File: src/rtl/core_pkg.sv
// -----------------------------------------------------------------------------
// core_pkg
//   Shared definitions for the fetch front end: default address width and
//   reset vector, the 32-bit instruction length code, and the PC generator
//   state encoding.
// -----------------------------------------------------------------------------
package core_pkg;

  localparam int          DEF_XLEN     = 32;
  localparam logic [31:0] DEF_RESET_PC = 32'h8000_0000;

  // Low two bits of a parcel that mark a full-width (non-compressed) instruction.
  localparam logic [1:0]  ILEN32_CODE  = 2'b11;

  typedef enum logic [1:0] {
    IDLE       = 2'd0,  // just out of reset, pc not yet live
    RUN        = 2'd1,  // normal sequential / redirect operation
    HOLD_REDIR = 2'd2   // a redirect was captured while stalled
  } pc_state_t;

endpackage : core_pkg

File: src/rtl/pc_gen_if.sv
// -----------------------------------------------------------------------------
// pc_gen_if
//   Bundles the fetch-side inputs and PC outputs of pc_gen.
//   master : the fetch/redirect side (drives parcel info, stall, redirects)
//   slave  : pc_gen itself
//   Signals:
//     fetch_valid, ins_2bit_l0, stall, redir_en, redir_addr  -> into pc_gen
//     pc, pc_valid, next_pc, next_pc_add2, redir_pending,
//     redir_misalign                                          <- from pc_gen
// -----------------------------------------------------------------------------
interface pc_gen_if #(
  parameter int XLEN      = 32,
  parameter int NUM_REDIR = 2
);

  logic                      fetch_valid;
  logic [1:0]                ins_2bit_l0;
  logic                      stall;
  logic [NUM_REDIR-1:0]      redir_en;
  logic [NUM_REDIR*XLEN-1:0] redir_addr;

  logic [XLEN-1:0]           pc;
  logic                      pc_valid;
  logic [XLEN-1:0]           next_pc;
  logic [XLEN-1:0]           next_pc_add2;
  logic                      redir_pending;
  logic                      redir_misalign;

  modport master (
    output fetch_valid, ins_2bit_l0, stall, redir_en, redir_addr,
    input  pc, pc_valid, next_pc, next_pc_add2, redir_pending, redir_misalign
  );

  modport slave (
    input  fetch_valid, ins_2bit_l0, stall, redir_en, redir_addr,
    output pc, pc_valid, next_pc, next_pc_add2, redir_pending, redir_misalign
  );

endinterface : pc_gen_if

File: src/rtl/pc_gen_redir_arb.sv
// -----------------------------------------------------------------------------
// redir_arb
//   Priority select over NUM_REDIR redirect sources; the highest index with
//   its enable set wins. The winning target is aligned to the instruction
//   granule (2 bytes with compressed support, 4 bytes without) and
//   misalign flags that a set low bit was cleared.
//   Ports:
//     redir_en     in  NUM_REDIR       per-source request
//     redir_addr   in  NUM_REDIR*XLEN  packed targets, source i at [i*XLEN +: XLEN]
//     hit          out 1               any source requesting
//     aligned_addr out XLEN            aligned winning target (0 when no hit)
//     misalign     out 1               winner had a bit cleared by alignment
// -----------------------------------------------------------------------------
module redir_arb #(
  parameter int XLEN      = 32,
  parameter int NUM_REDIR = 2,
  parameter int C_EXT     = 1
) (
  input  logic [NUM_REDIR-1:0]      redir_en,
  input  logic [NUM_REDIR*XLEN-1:0] redir_addr,
  output logic                      hit,
  output logic [XLEN-1:0]           aligned_addr,
  output logic                      misalign
);

  localparam logic [XLEN-1:0] ALIGN_MASK = (C_EXT != 0) ? ~XLEN'(1) : ~XLEN'(3);

  logic [XLEN-1:0] raw_addr;

  always_comb begin
    // NOTE: every variable gets a default before any conditional assignment,
    // otherwise an unassigned path infers a latch.
    hit      = 1'b0;
    raw_addr = '0;
    // Ascending scan: a later (higher) index overwrites, so it has priority.
    for (int i = 0; i < NUM_REDIR; i++) begin
      if (redir_en[i]) begin
        hit      = 1'b1;
        raw_addr = redir_addr[i*XLEN +: XLEN];
      end
    end
    aligned_addr = raw_addr & ALIGN_MASK;
    misalign     = hit && (|(raw_addr & ~ALIGN_MASK));
  end

endmodule : redir_arb

File: src/rtl/pc_gen.sv
// -----------------------------------------------------------------------------
// pc_gen
//   Fetch program-counter generator. Advances pc by 4 (32-bit parcel) or
//   2 (compressed parcel), applies the highest-priority redirect, and keeps a
//   redirect that arrives under stall until the stall releases.
//   Ports:
//     clk  in  clock
//     rst  in  synchronous active-high reset
//     bus  pc_gen_if.slave  fetch inputs and PC outputs
// -----------------------------------------------------------------------------
module pc_gen
  import core_pkg::*;
#(
  parameter int              XLEN      = DEF_XLEN,
  parameter int              NUM_REDIR = 2,
  parameter logic [XLEN-1:0] RESET_PC  = DEF_RESET_PC,
  parameter int              C_EXT     = 1
) (
  input  logic     clk,
  input  logic     rst,
  pc_gen_if.slave  bus
);

  pc_state_t       state_q;
  logic [XLEN-1:0] pc_q;
  logic            pc_valid_q;
  logic            pend_q;
  logic [XLEN-1:0] pend_addr_q;
  logic            pend_mis_q;
  logic            misalign_q;

  logic            arb_hit;
  logic [XLEN-1:0] arb_addr;
  logic            arb_mis;
  logic [XLEN-1:0] step;
  logic [XLEN-1:0] nxt;

  redir_arb #(
    .XLEN      (XLEN),
    .NUM_REDIR (NUM_REDIR),
    .C_EXT     (C_EXT)
  ) u_arb (
    .redir_en     (bus.redir_en),
    .redir_addr   (bus.redir_addr),
    .hit          (arb_hit),
    .aligned_addr (arb_addr),
    .misalign     (arb_mis)
  );

  always_comb begin
    step = '0;
    if (bus.fetch_valid) begin
      step = (bus.ins_2bit_l0 == ILEN32_CODE || C_EXT == 0) ? XLEN'(4) : XLEN'(2);
    end

    // IDLE holds the reset vector; otherwise fresh redirect > pending > increment.
    if (state_q == IDLE)   nxt = pc_q;
    else if (arb_hit)      nxt = arb_addr;
    else if (pend_q)       nxt = pend_addr_q;
    else                   nxt = pc_q + step;
  end

  // NOTE: sequential state uses non-blocking assignments so every register
  // samples the pre-edge values regardless of statement order.
  always_ff @(posedge clk) begin
    if (rst) begin
      state_q     <= IDLE;
      pc_q        <= RESET_PC;
      pc_valid_q  <= 1'b0;
      pend_q      <= 1'b0;
      pend_addr_q <= '0;
      pend_mis_q  <= 1'b0;
      misalign_q  <= 1'b0;
    end else if (state_q == IDLE) begin
      state_q    <= RUN;
      pc_valid_q <= 1'b1;
      misalign_q <= 1'b0;
    end else if (!bus.stall) begin
      // Any pending redirect is consumed here; a fresh one already took
      // precedence in nxt, so the pending target is simply dropped.
      pc_q       <= nxt;
      pend_q     <= 1'b0;
      state_q    <= RUN;
      misalign_q <= arb_hit ? arb_mis : (pend_q && pend_mis_q);
    end else begin
      misalign_q <= 1'b0;
      // Youngest redirect under stall overwrites any earlier capture.
      if (arb_hit) begin
        pend_q      <= 1'b1;
        pend_addr_q <= arb_addr;
        pend_mis_q  <= arb_mis;
        state_q     <= HOLD_REDIR;
      end
    end
  end

  assign bus.pc             = pc_q;
  assign bus.pc_valid       = pc_valid_q;
  assign bus.next_pc        = nxt;
  assign bus.next_pc_add2   = nxt + XLEN'(2);
  assign bus.redir_pending  = pend_q;
  assign bus.redir_misalign = misalign_q;

endmodule : pc_gen

File: src/flat_wrapper.sv
// flat-port wrapper written by rule: the top's interface ports become plain ports
module pc_gen_flat import core_pkg::*;
#(
  parameter int              XLEN      = DEF_XLEN,
  parameter int              NUM_REDIR = 2,
  parameter logic [XLEN-1:0] RESET_PC  = DEF_RESET_PC,
  parameter int              C_EXT     = 1
)
  (clk, rst, bus_fetch_valid, bus_ins_2bit_l0, bus_stall, bus_redir_en, bus_redir_addr, bus_pc, bus_pc_valid, bus_next_pc, bus_next_pc_add2, bus_redir_pending, bus_redir_misalign);
  pc_gen_if #(.XLEN(XLEN), .NUM_REDIR(NUM_REDIR)) bus_i ();
  input  logic clk;
  input  logic rst;
  input wire logic [$bits(bus_i.fetch_valid)-1:0] bus_fetch_valid;
  input wire logic [$bits(bus_i.ins_2bit_l0)-1:0] bus_ins_2bit_l0;
  input wire logic [$bits(bus_i.stall)-1:0] bus_stall;
  input wire logic [$bits(bus_i.redir_en)-1:0] bus_redir_en;
  input wire logic [$bits(bus_i.redir_addr)-1:0] bus_redir_addr;
  output wire logic [$bits(bus_i.pc)-1:0] bus_pc;
  output wire logic [$bits(bus_i.pc_valid)-1:0] bus_pc_valid;
  output wire logic [$bits(bus_i.next_pc)-1:0] bus_next_pc;
  output wire logic [$bits(bus_i.next_pc_add2)-1:0] bus_next_pc_add2;
  output wire logic [$bits(bus_i.redir_pending)-1:0] bus_redir_pending;
  output wire logic [$bits(bus_i.redir_misalign)-1:0] bus_redir_misalign;
  assign bus_i.fetch_valid = bus_fetch_valid;
  assign bus_i.ins_2bit_l0 = bus_ins_2bit_l0;
  assign bus_i.stall = bus_stall;
  assign bus_i.redir_en = bus_redir_en;
  assign bus_i.redir_addr = bus_redir_addr;
  assign bus_pc = bus_i.pc;
  assign bus_pc_valid = bus_i.pc_valid;
  assign bus_next_pc = bus_i.next_pc;
  assign bus_next_pc_add2 = bus_i.next_pc_add2;
  assign bus_redir_pending = bus_i.redir_pending;
  assign bus_redir_misalign = bus_i.redir_misalign;
  pc_gen #(.XLEN(XLEN), .NUM_REDIR(NUM_REDIR), .RESET_PC(RESET_PC), .C_EXT(C_EXT)) u_core (.clk(clk), .rst(rst), .bus(bus_i));
endmodule
File: config.mk
export PLATFORM = sky130hd
export DESIGN_NAME = pc_gen_flat
export DESIGN_NICKNAME = d
export VERILOG_FILES = /design/src/rtl/core_pkg.sv /design/src/rtl/pc_gen_if.sv /design/src/rtl/pc_gen_redir_arb.sv /design/src/rtl/pc_gen.sv /design/src/flat_wrapper.sv
export SDC_FILE = /design/constraint.sdc
export NUM_CORES = 1
export LEC_CHECK = 0
export ABC_AREA = 1
export BUFFER_PORTS_ARGS = -buffer_cell sky130_fd_sc_hd__buf_2
export CAP_MARGIN = 5
export CORE_UTILIZATION = 48
export CTS_CLUSTER_SIZE = 25
export DETAILED_ROUTE_END_ITERATION = 10
export GPL_ROUTABILITY_DRIVEN = 0
export PLACE_DENSITY = 0.76
export SYNTH_ARGS = -nofsm -noshare
export SYNTH_HDL_FRONTEND = slang
export SYNTH_SLANG_ARGS = --single-unit
export TNS_END_PERCENT = 10
File: constraint.sdc
create_clock -name clk -period 2.9 [get_ports clk]
set_clock_uncertainty 0.05 [all_clocks]
set_input_delay 0.29 -clock clk [delete_from_list [all_inputs] [get_ports clk]]
set_output_delay 0.29 -clock clk [all_outputs]
set_load 0.005 [all_outputs]
==> summary.json <==
{
  "synth.yosys.seq_area_share_pct": 24.9,
  "tritoncts": "done",
  "crit_path_start_kind": "flip-flop",
  "critical_path.max_fanout": 6,
  "first_global_vias": 6521,
  "relSlewSlack_pct": 62.7,
  "synthCells": 935,
  "ctsRootBufferMaster": "sky130_fd_sc_hd__clkbuf_16",
  "yosysMostFrequentCell": "sky130_fd_sc_hd__nand2_1",
  "grt_antenna_before_repair": 0,
  "tritoncts.num_buffers": 9,
  "run_status": "finished, violations left",
  "io_buffer_count": 170,
  "period_minus_slack_ns": 3.24,
  "antenna_left": 0,
  "clk_transition_reported_paths_ns": 0.06,
  "synth_edf_count": 0,
  "final-hold-violation-count": 0,
  "critical_path_arrival_ns": 2.90,
  "final_cells": 1324,
  "core_region_area_mm2": 0.0110,
  "worst_ep_required_time_ns": 2.56,
  "initial_standard_cell_utilization_of_the_core_pct": 50.2,
  "synth.cell_area_mm2": 0.00554,
  "synthDistinctLibCells": 42,
  "antenna_cells_inserted": 0,
  "final_core_util_pct": 72.7,
  "synthToLayoutAreaGrowth_pct": 44.8,
  "dominantRegCellSynth": "sky130_fd_sc_hd__dfxtp_1",
  "die_area_mm2": 0.0120,
  "hold_class": "in2reg",
  "routed_via_count": 7512,
  "drive_above_1_share_pct": 39.0,
  "place.detailed.hpwl_um": 15700,
  "pin_count": 171,
  "synthesis.area_per_instance_um2": 5.92,
  "syn_nets": 1011,
  "postRouteWirelength_um": 22200,
  "ctsHtreeMaxLevel": 3,
  "timing.critical_path.slowest_cell_delay_ns": 0.34,
  "grt-ovfl-total": 0,
  "grtUsageMet1_pct": 46.1,
  "ctsHoldBuffers": 0,
  "total_leakage_power_nw": 3.83,
  "grt_use_met2_pct": 56.0,
  "finalPower_mw": 3.40,
  "violations_in_the_final_reports": "negative setup slack",
  "numPlacedInstances": 1286,
  "hold-worst-slack_ns": 0.165,
  "worstPathCellList": "ha_4, fa_2, nand2_4, nor2_4, nand3_2, nand2_2, nand3_2, a21oi_4, buf_6, nand4_1, nor2_1, nand3_1, nand2_1, nand2_1, buf_2",
  "grt_setup_unrepaired": "true",
  "clock_insertion_delay_worst_skew_ns": 0.34,
  "grt_start_max_net_pins": 33,
  "synth_top_cells_by_count": "sky130_fd_sc_hd__nand2_1, sky130_fd_sc_hd__nor2_1, sky130_fd_sc_hd__inv_1",
  "yosys_register_bits": 69,
  "detail_route.vias_per_cell": 5.67,
  "grt.total_usage_pct": 35.1,
  "drt_drc_violations_left": 0,
  "clock_sinks": 69,
  "global_route_wire_length_before_repair_um": 31900,
  "max_slew.worst_pin.slew_ns": 0.559,
  "rows": 38,
  "die_h_um": 109,
  "grt_use_met3_pct": 6.99,
  "die_w_um": 109,
  "route.detailed.wl_per_inst_um": 16.7,
  "detail_route.iter0.violations": 909,
  "endpoint_kind": "output port",
  "fmax_ghz": 0.309,
  "fin_setup_tns_ns": -4.80,
  "crit_slowest_cell": "sky130_fd_sc_hd__dfxtp_2",
  "power_density_mw_per_mm2": 424,
  "max-clock-path-buffers": 2,
  "ir_worst_vdd_mv": 0.288,
  "post-route-period-util_pct": 112,
  "setup-violations-final": 27,
  "maxCapViolCount": 0,
  "synthArstFlopShare_pct": 0,
  "netlist_top_cells_area": "sky130_fd_sc_hd__dfxtp_1, sky130_fd_sc_hd__nand2_1, sky130_fd_sc_hd__nor2_1",
  "drt_pass1_iterations": 6,
  "final-max-slew-violation-count": 0,
  "worstSetupPathType": "reg2out",
  "synth_top_cell_by_area": "sky130_fd_sc_hd__dfxtp_1",
  "grt_busiest_layer": "met2",
  "setup_slack_ns": -0.335,
  "synth_top_area_share_pct": 24.9,
  "layout.nets": 1255,
  "synth.yosys.warnings": 0
}
[cell families after synthesis]
family / synth area share (%)
xor gates and xnor gates: 2.53
and+or+nand+nor: 41.5
buffers and inverters: 10.4
DFF: 24.9
adders and majority gates: 1.04
AOI/OAI and AO/OA: 19.6
[sequential cells by signal, summed over array words and instances, names as in the netlist]
register,flops
u_core.bus.pc,32
u_core.pend_addr_q,31
u_core.pend_mis_q,1
u_core.bus.pc_valid,1
u_core.state_q,2
u_core.bus.redir_misalign,1
u_core.bus.redir_pending,1
[through the flow]
step,worst slack (ns),area (µm²)
after detailed placement,-0.190,6980
after floorplan,0.121,5540
final,-0.335,8020
after global routing,-0.463,8020
after CTS,-0.168,7600
after global placement,-0.162,6980
[placed cells by master, fill, tap and decap left out, types with 6 or more instances in the layout]
cell type / n
sky130_fd_sc_hd__a31oi_1: 6
sky130_fd_sc_hd__nand2_4: 14
sky130_fd_sc_hd__nand4_1: 16
sky130_fd_sc_hd__o22ai_1: 30
sky130_fd_sc_hd__a221oi_1: 7
sky130_fd_sc_hd__nand3_1: 56
sky130_fd_sc_hd__o21ai_0: 38
sky130_fd_sc_hd__buf_4: 93
sky130_fd_sc_hd__nor2_2: 24
sky130_fd_sc_hd__nand2_1: 221
sky130_fd_sc_hd__a21oi_1: 71
sky130_fd_sc_hd__xor2_1: 15
sky130_fd_sc_hd__dfxtp_1: 65
sky130_fd_sc_hd__nor2_1: 91
sky130_fd_sc_hd__nand3_2: 15
sky130_fd_sc_hd__buf_2: 170
sky130_fd_sc_hd__clkbuf_16: 9
sky130_fd_sc_hd__inv_2: 15
sky130_fd_sc_hd__nor2_4: 38
sky130_fd_sc_hd__nand2_2: 44
sky130_fd_sc_hd__inv_1: 86
[power by group]
part	switching [mW]	total, mW	internal (mW)
Combinational	0.748	1.27	0.521
Sequential	0.0654	1.08	1.01
Clock	0.426	1.05	0.625
[critical path, delay by kind of cell (launching register included)]
kind,cells,cell delay (ns)
adders and majority gates,2,0.36
DFF,1,0.34
and+or+nand+nor,10,1.27
AOI/OAI and AO/OA,1,0.27
buffers and inverters,2,0.28
[area by class of cell]
cell class	instances	area, µm²
multi-input cells	726	4150
fillers	936	3010
repair buffers	269	1630
flip-flops and latches	69	1390
inverters	104	395
clock buffers	13	260
well taps	140	175
clock inverters	3	20.0
[metal layers]
metal	wire length, µm	up-vias
met2	9940	512
li1	-	3540
met1	8870	3376
met4	888	0
met3	2480	84
met5	0	-
[timing repair]
action / in CTS / in global routing
resized for setup: 76 / 92
setup buffers: 12 / 11
setup endpoints to repair: 27 / 30
pin swaps: 36 / 63
cloned: 0 / 0
[worst paths after layout]
path                  startpoint  slack (ns)              endpoint  depth (start not counted)
max             u_core.bus.pc[1]       -0.34  bus_next_pc_add2[25]                         15
min reg2reg  u_core.bus.pc_valid        0.42   u_core.bus.pc_valid                          2
max reg2reg     u_core.bus.pc[1]        0.75     u_core.bus.pc[31]                         14
min                          rst        0.16   u_core.bus.pc_valid                          2
Power figures use the tool's default switching activity.
